--- src/rtl/booth_pkg.sv ---
// Shared radix-4 Booth definitions: digit codes, decoder state encoding and
// the legal-code predicate used by the optional illegal-digit checker.
package booth_pkg;

  localparam logic [2:0] BOOTH4_ZERO = 3'b000;
  localparam logic [2:0] BOOTH4_POS1 = 3'b001;
  localparam logic [2:0] BOOTH4_POS2 = 3'b010;
  localparam logic [2:0] BOOTH4_NEG2 = 3'b110;
  localparam logic [2:0] BOOTH4_NEG1 = 3'b111;

  typedef enum logic {
    COLLECT = 1'b0,
    HOLD    = 1'b1
  } dec_state_e;

  // 011, 100 and 101 can never come out of a radix-4 recoder.
  function automatic logic booth4_is_legal(input logic [2:0] digit);
    return (digit == BOOTH4_ZERO) || (digit == BOOTH4_POS1) ||
           (digit == BOOTH4_POS2) || (digit == BOOTH4_NEG2) ||
           (digit == BOOTH4_NEG1);
  endfunction

endpackage

--- src/rtl/booth4_digit_weight.sv ---
// Combinational weight of one Booth digit: sign-extend the 3-bit digit to
// WIDTH bits and scale by 4^idx, dropping anything shifted past the top bit.
module booth4_digit_weight #(
  parameter int WIDTH = 16,
  parameter int CW    = 3
) (
  input  logic [2:0]       digit,
  input  logic [CW-1:0]    idx,
  output logic [WIDTH-1:0] term
);

  logic [WIDTH-1:0] sext;

  assign sext = {{(WIDTH-3){digit[2]}}, digit};
  assign term = sext << {idx, 1'b0};

endmodule

--- src/rtl/booth4_digit_decoder.sv ---
// Rebuilds a WIDTH-bit two's-complement operand from a LSD-first stream of
// radix-4 Booth digits. Optional illegal-digit flag: BOOTH_DEC_ERR_CHECK_EN.
// Handshake: a transfer occurs on a rising edge where valid && ready; in_ready
// and out_valid depend only on state, never combinationally on the other side.
module booth4_digit_decoder
  import booth_pkg::*;
#(
  parameter int WIDTH = 16
) (
  input  logic             clk,
  input  logic             rst_n,
  input  logic             flush,
  input  logic             in_valid,
  output logic             in_ready,
  input  logic [2:0]       in_digit,
  output logic             out_valid,
  input  logic             out_ready,
  output logic [WIDTH-1:0] out_value
`ifdef BOOTH_DEC_ERR_CHECK_EN
  ,
  output logic             out_err
`endif
);

  localparam int NDIG = WIDTH / 2;
  localparam int CW   = (NDIG > 1) ? $clog2(NDIG) : 1;
  localparam logic [CW-1:0] LAST_IDX = CW'(NDIG - 1);

  dec_state_e       state_q, state_d;
  logic [WIDTH-1:0] acc_q, acc_d;
  logic [CW-1:0]    cnt_q, cnt_d;
  logic [WIDTH-1:0] value_q, value_d;
  logic [WIDTH-1:0] term;
  logic [WIDTH-1:0] sum;

  booth4_digit_weight #(
    .WIDTH (WIDTH),
    .CW    (CW)
  ) u_weight (
    .digit (in_digit),
    .idx   (cnt_q),
    .term  (term)
  );

  assign sum       = acc_q + term;
  assign in_ready  = (state_q == COLLECT);
  assign out_valid = (state_q == HOLD);
  assign out_value = value_q;

`ifdef BOOTH_DEC_ERR_CHECK_EN
  logic err_q, err_d;
  assign out_err = err_q;
`endif

  always_comb begin
    state_d = state_q;
    acc_d   = acc_q;
    cnt_d   = cnt_q;
    value_d = value_q;
`ifdef BOOTH_DEC_ERR_CHECK_EN
    err_d   = err_q;
`endif
    // flush overrides everything, including a coincident output handshake
    if (flush) begin
      state_d = COLLECT;
      acc_d   = '0;
      cnt_d   = '0;
`ifdef BOOTH_DEC_ERR_CHECK_EN
      err_d   = 1'b0;
`endif
    end else begin
      case (state_q)
        COLLECT: begin
          if (in_valid) begin
            acc_d = sum;
`ifdef BOOTH_DEC_ERR_CHECK_EN
            err_d = err_q | ~booth4_is_legal(in_digit);
`endif
            if (cnt_q == LAST_IDX) begin
              state_d = HOLD;
              cnt_d   = '0;
              value_d = sum;
            end else begin
              cnt_d = cnt_q + CW'(1);
            end
          end
        end
        HOLD: begin
          if (out_ready) begin
            state_d = COLLECT;
            acc_d   = '0;
`ifdef BOOTH_DEC_ERR_CHECK_EN
            err_d   = 1'b0;
`endif
          end
        end
        default: state_d = COLLECT;
      endcase
    end
  end

  always_ff @(posedge clk or negedge rst_n) begin
    if (!rst_n) begin
      state_q <= COLLECT;
      acc_q   <= '0;
      cnt_q   <= '0;
      value_q <= '0;
`ifdef BOOTH_DEC_ERR_CHECK_EN
      err_q   <= 1'b0;
`endif
    end else begin
      state_q <= state_d;
      acc_q   <= acc_d;
      cnt_q   <= cnt_d;
      value_q <= value_d;
`ifdef BOOTH_DEC_ERR_CHECK_EN
      err_q   <= err_d;
`endif
    end
  end

endmodule

--- config.mk ---
export PLATFORM = sky130hd
export DESIGN_NAME = booth4_digit_decoder
export DESIGN_NICKNAME = d
export VERILOG_FILES = /design/src/rtl/booth_pkg.sv /design/src/rtl/booth4_digit_weight.sv /design/src/rtl/booth4_digit_decoder.sv
export SDC_FILE = /design/constraint.sdc
export NUM_CORES = 1
export LEC_CHECK = 0
export ABC_CLOCK_PERIOD_IN_PS = 3700
export BUFFER_PORTS_ARGS = -buffer_cell sky130_fd_sc_hd__buf_4
export CORE_UTILIZATION = 45
export CTS_CLUSTER_DIAMETER = 80
export CTS_CLUSTER_SIZE = 40
export DETAILED_ROUTE_END_ITERATION = 10
export GPL_ROUTABILITY_DRIVEN = 0
export PLACE_DENSITY = 0.73
export SLEW_MARGIN = 0
export SYNTH_ARGS = -nofsm -noshare
export SYNTH_HDL_FRONTEND = slang
export SYNTH_SLANG_ARGS = --single-unit
--- constraint.sdc ---
create_clock -name clk -period 3.7 [get_ports clk]
set_input_delay 0.185 -clock clk [delete_from_list [all_inputs] [get_ports clk]]
set_output_delay 0.185 -clock clk [all_outputs]
set_load 0.01 [all_outputs]
### Yosys cells after proc, flatten, opt, wreduce, memory -nomap -nowiden

Index checks and enable logic that the tools add are counted.

| operators by class | value |
|---|---|
| $add $sub $neg | 2 |
| equality and inequality tests | 4 |
| shifts and indexed selects | 1 |
| muxes and demuxes | 13 |
| bitwise gates (word level) | 2 |
| reduce and logical (&&, ||, !) cells | 4 |

Operators by type and width:

| operator | count |
|---|---|
| $mux W16 | 3 |
| $pmux W16 S2 | 1 |
| $add A16 B16 Y16 | 1 |
| $shl A16 B4 Y16 | 1 |
| $mux W3 | 4 |
| $ne A3 B3 Y1 const B | 2 |
| $mux W1 | 4 |
| $reduce_and A2 Y1 | 2 |
| $reduce_and A4 Y1 | 1 |
| $add A3 B1 Y3 const B | 1 |
| $eq A3 B3 Y1 const B | 1 |
| $ne A2 B2 Y1 const B | 1 |
| $not A1 Y1 | 2 |
| $pmux W1 S2 | 1 |
| $reduce_bool A2 Y1 | 1 |

| word-level totals | value |
|---|---|
| bits in registers | 36 |
| output and inout port bits | 18 |
| logic and storage cells | 30 |

### Logic depth before layout (Yosys ltp)

| logic depth | value |
|---|---|
| depth in word-level cells | 5 |
| gate-level depth with buffers | 11 |
| depth with buffers taken out | 11 |

### Modules after synthesis

A second synthesis with hierarchy kept.

| unflattened totals | value |
|---|---|
| cell total of the unflattened synthesis | 258 |
| area, all modules | 2487.4 µm² |

Modules (own cells, without submodules):

| module | times used | cells an instance | area each (µm²) | seq. area each (µm²) |
|---|---|---|---|---|
| booth4_digit_decoder | 1 | 219 | 2185.8 | 900.9 |
| booth4_digit_weight | 1 | 39 | 301.5 | 0.0 |

### Worst setup path before layout

No wires, ideal clock.

| path | value |
|---|---|
| path type | register -> register |
| start point | register cnt_q[1] |
| end point | register value_q[14], in the netlist out_value[14] |
| data arrival time | 2.421 ns |
| data required time | 3.568 ns |
| setup slack | 1.147 ns |
| cell stages (with the launch flop) | 12 |
| cell sequence | dfrtp_1 > buf_2 > clkbuf_1 > nor3_1 > ha_1 > fa_1 > a21o_1 > nand4_1 > a21oi_2 > o32a_1 > xnor2_1 > o21ai_1 |

| on the way | value |
|---|---|
| word-level cells in the longest chain between the ends | 2 |
| elaborated cells between the ends (all ways) | 4 |
| those cells by class | add/sub: 1; eq/ne: 1; shift: 1; reduce/logical: 1 |

RTL lines:

| item | RTL line | source |
|---|---|---|
| start, declared | booth4_digit_decoder.sv:31 | `logic [CW-1:0] cnt_q, cnt_d;` |
| start signal, assigned | booth4_digit_decoder.sv:114 | `cnt_q <= cnt_d;` |
| $shl A16 B4 Y16 or $eq A3 B3 Y1 (tied branches) | booth4_digit_weight.sv:15, booth4_digit_decoder.sv:79 |  |
| $add A16 B16 Y16 or $reduce_and A4 Y1 (tied branches) | n/a |  |
| end signal, assigned | booth4_digit_decoder.sv:115 | `value_q <= value_d;` |
| end, declared | booth4_digit_decoder.sv:32 | `logic [WIDTH-1:0] value_q, value_d;` |

Parallel ways exist; a longest one is shown, timed or not.
A chain may end at the register's enable or synchronous reset.

### Worst setup path after layout

| path | value |
|---|---|
| start point | register cnt_q[0] |
| end point | register value_q[14], in the netlist out_value[14] |

The elaborated chain is that of the path after synthesis.

==> qor.log <==
qor: final_layout.layout-area-overhead-vs-synth 15.2%
qor: logic_synthesis.synth_ff_type sky130_fd_sc_hd__dfrtp_1
qor: global_routing.globalRoute.totalOverflow 0
qor: global_routing.grt_pass1_vias 1863
qor: logic_synthesis.synth_cell_type_count 43
qor: cts.clock_edge_transition_at_the_registers_on_the_reported_setup_and_hold_paths 0.07 ns
qor: setup_path.setup.worst_path.class register to register
qor: hold_path.worst_hold_path.num_cells 2
qor: power.switching_share 0.339
qor: logic_synthesis.postSynthAreaPerCell 8.60 sq um
qor: cts.level_count_of_the_clock_h_tree 2
qor: logic_synthesis.synth_top_area_frac 0.389
qor: cts.post_cts_sizing 0
qor: logic_synthesis.synth.yosys.seq_area_share 0.389
qor: power.total_switching_power 0.382 mW
qor: die.start_util 0.477
qor: drt.total_number_of_vias 1942
qor: timing.report.final.setup_viol 0
qor: logic_synthesis.syn_area 2310 sq um
qor: logic_synthesis.synth-seq-cells 36
qor: timing.fin_setup_tns 0 ns
qor: die.core_area 4850 sq um
qor: power.total_power 1.13 mW
qor: hold_path.min_path_type input pin to register
qor: drt.firstDrtPassIters 4
qor: die.dieArea 5430 sq um
qor: timing.final-hold-violation-count 0
qor: cts.cts_tree done
qor: logic_synthesis.synth.largest_area_cell sky130_fd_sc_hd__dfrtp_1
qor: placed_design.place.port_buffers 25
qor: drt.wl_per_cell 13.3 microns
qor: setup_path.timing.rr.end out_value[14]$_DFFE_PN0P_
qor: placed_design.place.detailed.instances 353
qor: logic_synthesis.netlist_top_cells_area sky130_fd_sc_hd__dfrtp_1 (39%), sky130_fd_sc_hd__ha_1 (9.7%), sky130_fd_sc_hd__nand2_1 (8.0%), sky130_fd_sc_hd__o21ai_0 (5.6%), sky130_fd_sc_hd__o21ai_1 (4.3%)
qor: status.status complete, no violations
qor: cts.cts.root.buffer_cell sky130_fd_sc_hd__clkbuf_8
qor: die.die-height 73.7 microns
qor: setup_path.critical_path.cell_chain nand2b_1 -> nor3_1 -> ha_1 -> fa_1 -> a21o_1 -> nand4_1 -> a21oi_2 -> o32a_1 -> xnor2_1 -> o21ai_1
qor: timing.max_slew.worst_pin.slew 0.566 ns
qor: drt.drc 0
qor: power.sequentialPowerShare 0.404
qor: cts.post_cts.repair.setup_buffers 0
qor: die.die_w 73.7 microns
qor: drt.drtAntennaViolNets 0
qor: timing.finalMaxSlewViolations 0
qor: logic_synthesis.synth-edff-count 0
qor: cts.clock_tree.buffer_depth 2
qor: cts.cts_inserted_buffers 5
qor: timing.max_freq 373 MHz
qor: final_layout.drive_above_1_share 0.150
qor: global_routing.pin_count_of_the_biggest_net_entering_global_routing 37
qor: global_routing.grt_pass1_wl 8400 microns
qor: hold_path.min_to out_valid$_DFF_PN0_
qor: logic_synthesis.synth.net_count 296
qor: die.rows 25
qor: drt.drt_iter0_drc 100
qor: placed_design.post-dp-hpwl 3620 microns
qor: timing.hold_slack 0.0826 ns
qor: global_routing.globalRouteTotalUtil 0.206
qor: timing.period_minus_slack 2.68 ns
qor: drt.avgViaCountPerCell 5.38
qor: setup_path.worstSetupEndpointType register
qor: power.p_clk_frac 0.267
qor: job.max_cap_violations 0
qor: final_layout.antenna_cells 0
qor: setup_path.ff2ff_path_depth 10
qor: power.internal_power 0.745 mW
qor: setup_path.worst-r2r-setup-slack 1.02 ns
qor: setup_path.worstPathArrival 2.84 ns
qor: power.power_per_standard_cell_area 423 nW/um^2
qor: hold_path.hold_path_startpoint out_ready
qor: cts.clock_latency_at_the_later_pin_of_the_worst_skew_pair 0.29 ns
qor: logic_synthesis.yosys_warnings 0
qor: cts.cts.sink_count 36
qor: logic_synthesis.synth-async-reset-ratio 1.00
qor: power.vdd_ir_drop_max 0.294 mV
qor: final_layout.fillers 451
qor: timing.timing.final.crit_share 0.724
qor: setup_path.path_delay_family compound AO/OA/AOI/OAI gates
qor: timing.fin_worst_skew 0.00364 ns
qor: setup_path.r2r_start cnt_q[0]$_DFFE_PN0P_
qor: setup_path.worstPathMaxFanout 15
qor: die.ioPinCount 26
qor: logic_synthesis.syn_inst 269
qor: power.power_frac_comb 0.329
qor: cts.holdBufCountCts 1
qor: setup_path.critPathBufInv 0
qor: setup_path.crit_path_max_incr_delay 0.57 ns
qor: setup_path.crit_required 3.86 ns
qor: timing.setup_repair_after_global_routing_missed_its_margin false
qor: setup_path.crit_slowest_cell sky130_fd_sc_hd__dfrtp_1
qor: setup_path.start_kind register
qor: final_layout.net_count_reported_at_finish 321
qor: power.static_leak 1.26 nW
qor: global_routing.number_of_antenna_violations_at_the_first_check_in_global_routing 0
qor: final_layout.final_cells 361
qor: timing.maxSlewHeadroom 0.621
qor: drt.finalWirelength 4810 microns
==> worst max path at each step <==
stage                           endpoint  cells after the start                 start
6_report       out_value[14]$_DFFE_PN0P_                     10  cnt_q[0]$_DFFE_PN0P_
5_1_grt            acc_q[14]$_DFFE_PN0P_                     10  cnt_q[0]$_DFFE_PN0P_
4_1_cts        out_value[14]$_DFFE_PN0P_                     10  cnt_q[0]$_DFFE_PN0P_
3_5_place_dp       acc_q[14]$_DFFE_PN0P_                     10  cnt_q[0]$_DFFE_PN0P_
3_3_place_gp   out_value[14]$_DFFE_PN0P_                     10  cnt_q[0]$_DFFE_PN0P_
2_1_floorplan  out_value[14]$_DFFE_PN0P_                     11  cnt_q[1]$_DFFE_PN0P_
==> flip-flops by register name (all words and copies together) (netlist names) <==
signal	flops
cnt_q	3
out_valid	1
out_value	16
acc_q	16
==> layout by cell type (no fill, tap or decap), types with 2 or more instances in the layout <==
master                     netlist  final
sky130_fd_sc_hd__buf_4           0     27
sky130_fd_sc_hd__xor2_1          6      6
sky130_fd_sc_hd__nand4_1         3      3
sky130_fd_sc_hd__nor3_1          6      6
sky130_fd_sc_hd__a21oi_1        16     16
sky130_fd_sc_hd__nand3_1         6      6
sky130_fd_sc_hd__o21ai_0        26     26
sky130_fd_sc_hd__nand2_1        49     49
sky130_fd_sc_hd__ha_1           18     18
sky130_fd_sc_hd__nand2b_1        6      6
sky130_fd_sc_hd__a21oi_2         2      2
sky130_fd_sc_hd__a211oi_1        2      2
sky130_fd_sc_hd__dfrtp_1        36     36
sky130_fd_sc_hd__a31o_2          2      2
sky130_fd_sc_hd__inv_1           7      7
sky130_fd_sc_hd__xnor2_1         8      8
sky130_fd_sc_hd__mux2_1          2      2
sky130_fd_sc_hd__o21ai_1        20     20
sky130_fd_sc_hd__a211oi_2        3      3
sky130_fd_sc_hd__nor2_1         16     16
sky130_fd_sc_hd__a21o_1          4      4
sky130_fd_sc_hd__nor2b_1         2      2
sky130_fd_sc_hd__clkbuf_8        0      7
==> cell usage after synthesis (all sizes together) (2+ instances only) <==
master   n
a211oi   5
a21boi   2
a21o     4
a21oi   18
a31o     2
buf      4
clkbuf   6
dfrtp   36
ha      18
inv      7
mux2     3
nand2   49
nand2b   6
nand3    6
nand4    3
nor2    16
nor2b    2
nor3     6
o21ai   47
o41ai    2
xnor2    8
xor2     6
==> power by group through the flow <==
stage / clock network [mW] / logic [mW] / registers (mW)
after floorplan: 0 / 0.294 / 0.452
after global placement: 0 / 0.363 / 0.462
after detailed placement: 0 / 0.368 / 0.463
after CTS: 0.313 / 0.372 / 0.455
after global routing: 0.328 / 0.420 / 0.461
final: 0.301 / 0.370 / 0.455
==> area by class of cell <==
class / count / area, sq um / share of cell area
clock buffers: 7 / 96.3 / 0.0362
inverters: 7 / 26.3 / 0.00986
multi-input cells: 216 / 1350 / 0.505
flip-flops and latches: 36 / 901 / 0.338
well taps: 67 / 83.8 / 0.0315
repair buffers: 28 / 213 / 0.0798
==> layer usage <==
layer / vias to the layer above / wire length (microns) / global-route usage
met5: - / 0 / 0
met4: 0 / 59 / 0.0833
met3: 6 / 244 / 0.0425
met2: 35 / 2190 / 0.334
met1: 896 / 2310 / 0.266
li1: 1005 / - / -
==> cells by family after synthesis <==
| family | count (synthesis) | share of synthesized area |
|---|---|---|
| AO/OA/AOI/OAI | 87 | 0.231 |
| adder cells (fa/ha/maj) | 19 | 0.106 |
| flip-flops | 36 | 0.389 |
| multiplexers | 3 | 0.0146 |
| AND/OR/NAND/NOR | 93 | 0.176 |
| XOR/XNOR | 14 | 0.0530 |
| buffers and inverters | 17 | 0.0292 |
==> worst register-to-register path: stages (launching register included) <==
cell and delay [ns]:
sky130_fd_sc_hd__dfrtp_1 0.57, sky130_fd_sc_hd__nand2b_1 0.20, sky130_fd_sc_hd__nor3_1 0.06, sky130_fd_sc_hd__ha_1 0.25, sky130_fd_sc_hd__fa_1 0.42, sky130_fd_sc_hd__a21o_1 0.19
sky130_fd_sc_hd__nand4_1 0.12, sky130_fd_sc_hd__a21oi_2 0.10, sky130_fd_sc_hd__o32a_1 0.37, sky130_fd_sc_hd__xnor2_1 0.19, sky130_fd_sc_hd__o21ai_1 0.08
==> metrics by stage <==
stage               area, sq um  setup slack [ns]   util
CTS                        2670              1.02  0.550
global placement           2560              1.11  0.528
detailed placement         2560              1.04  0.528
finish                     2670              1.02  0.550
global route               2670             0.793  0.550
floorplan                  2310              1.15      -
No activity file was read; power rests on OpenSTA's default activity.
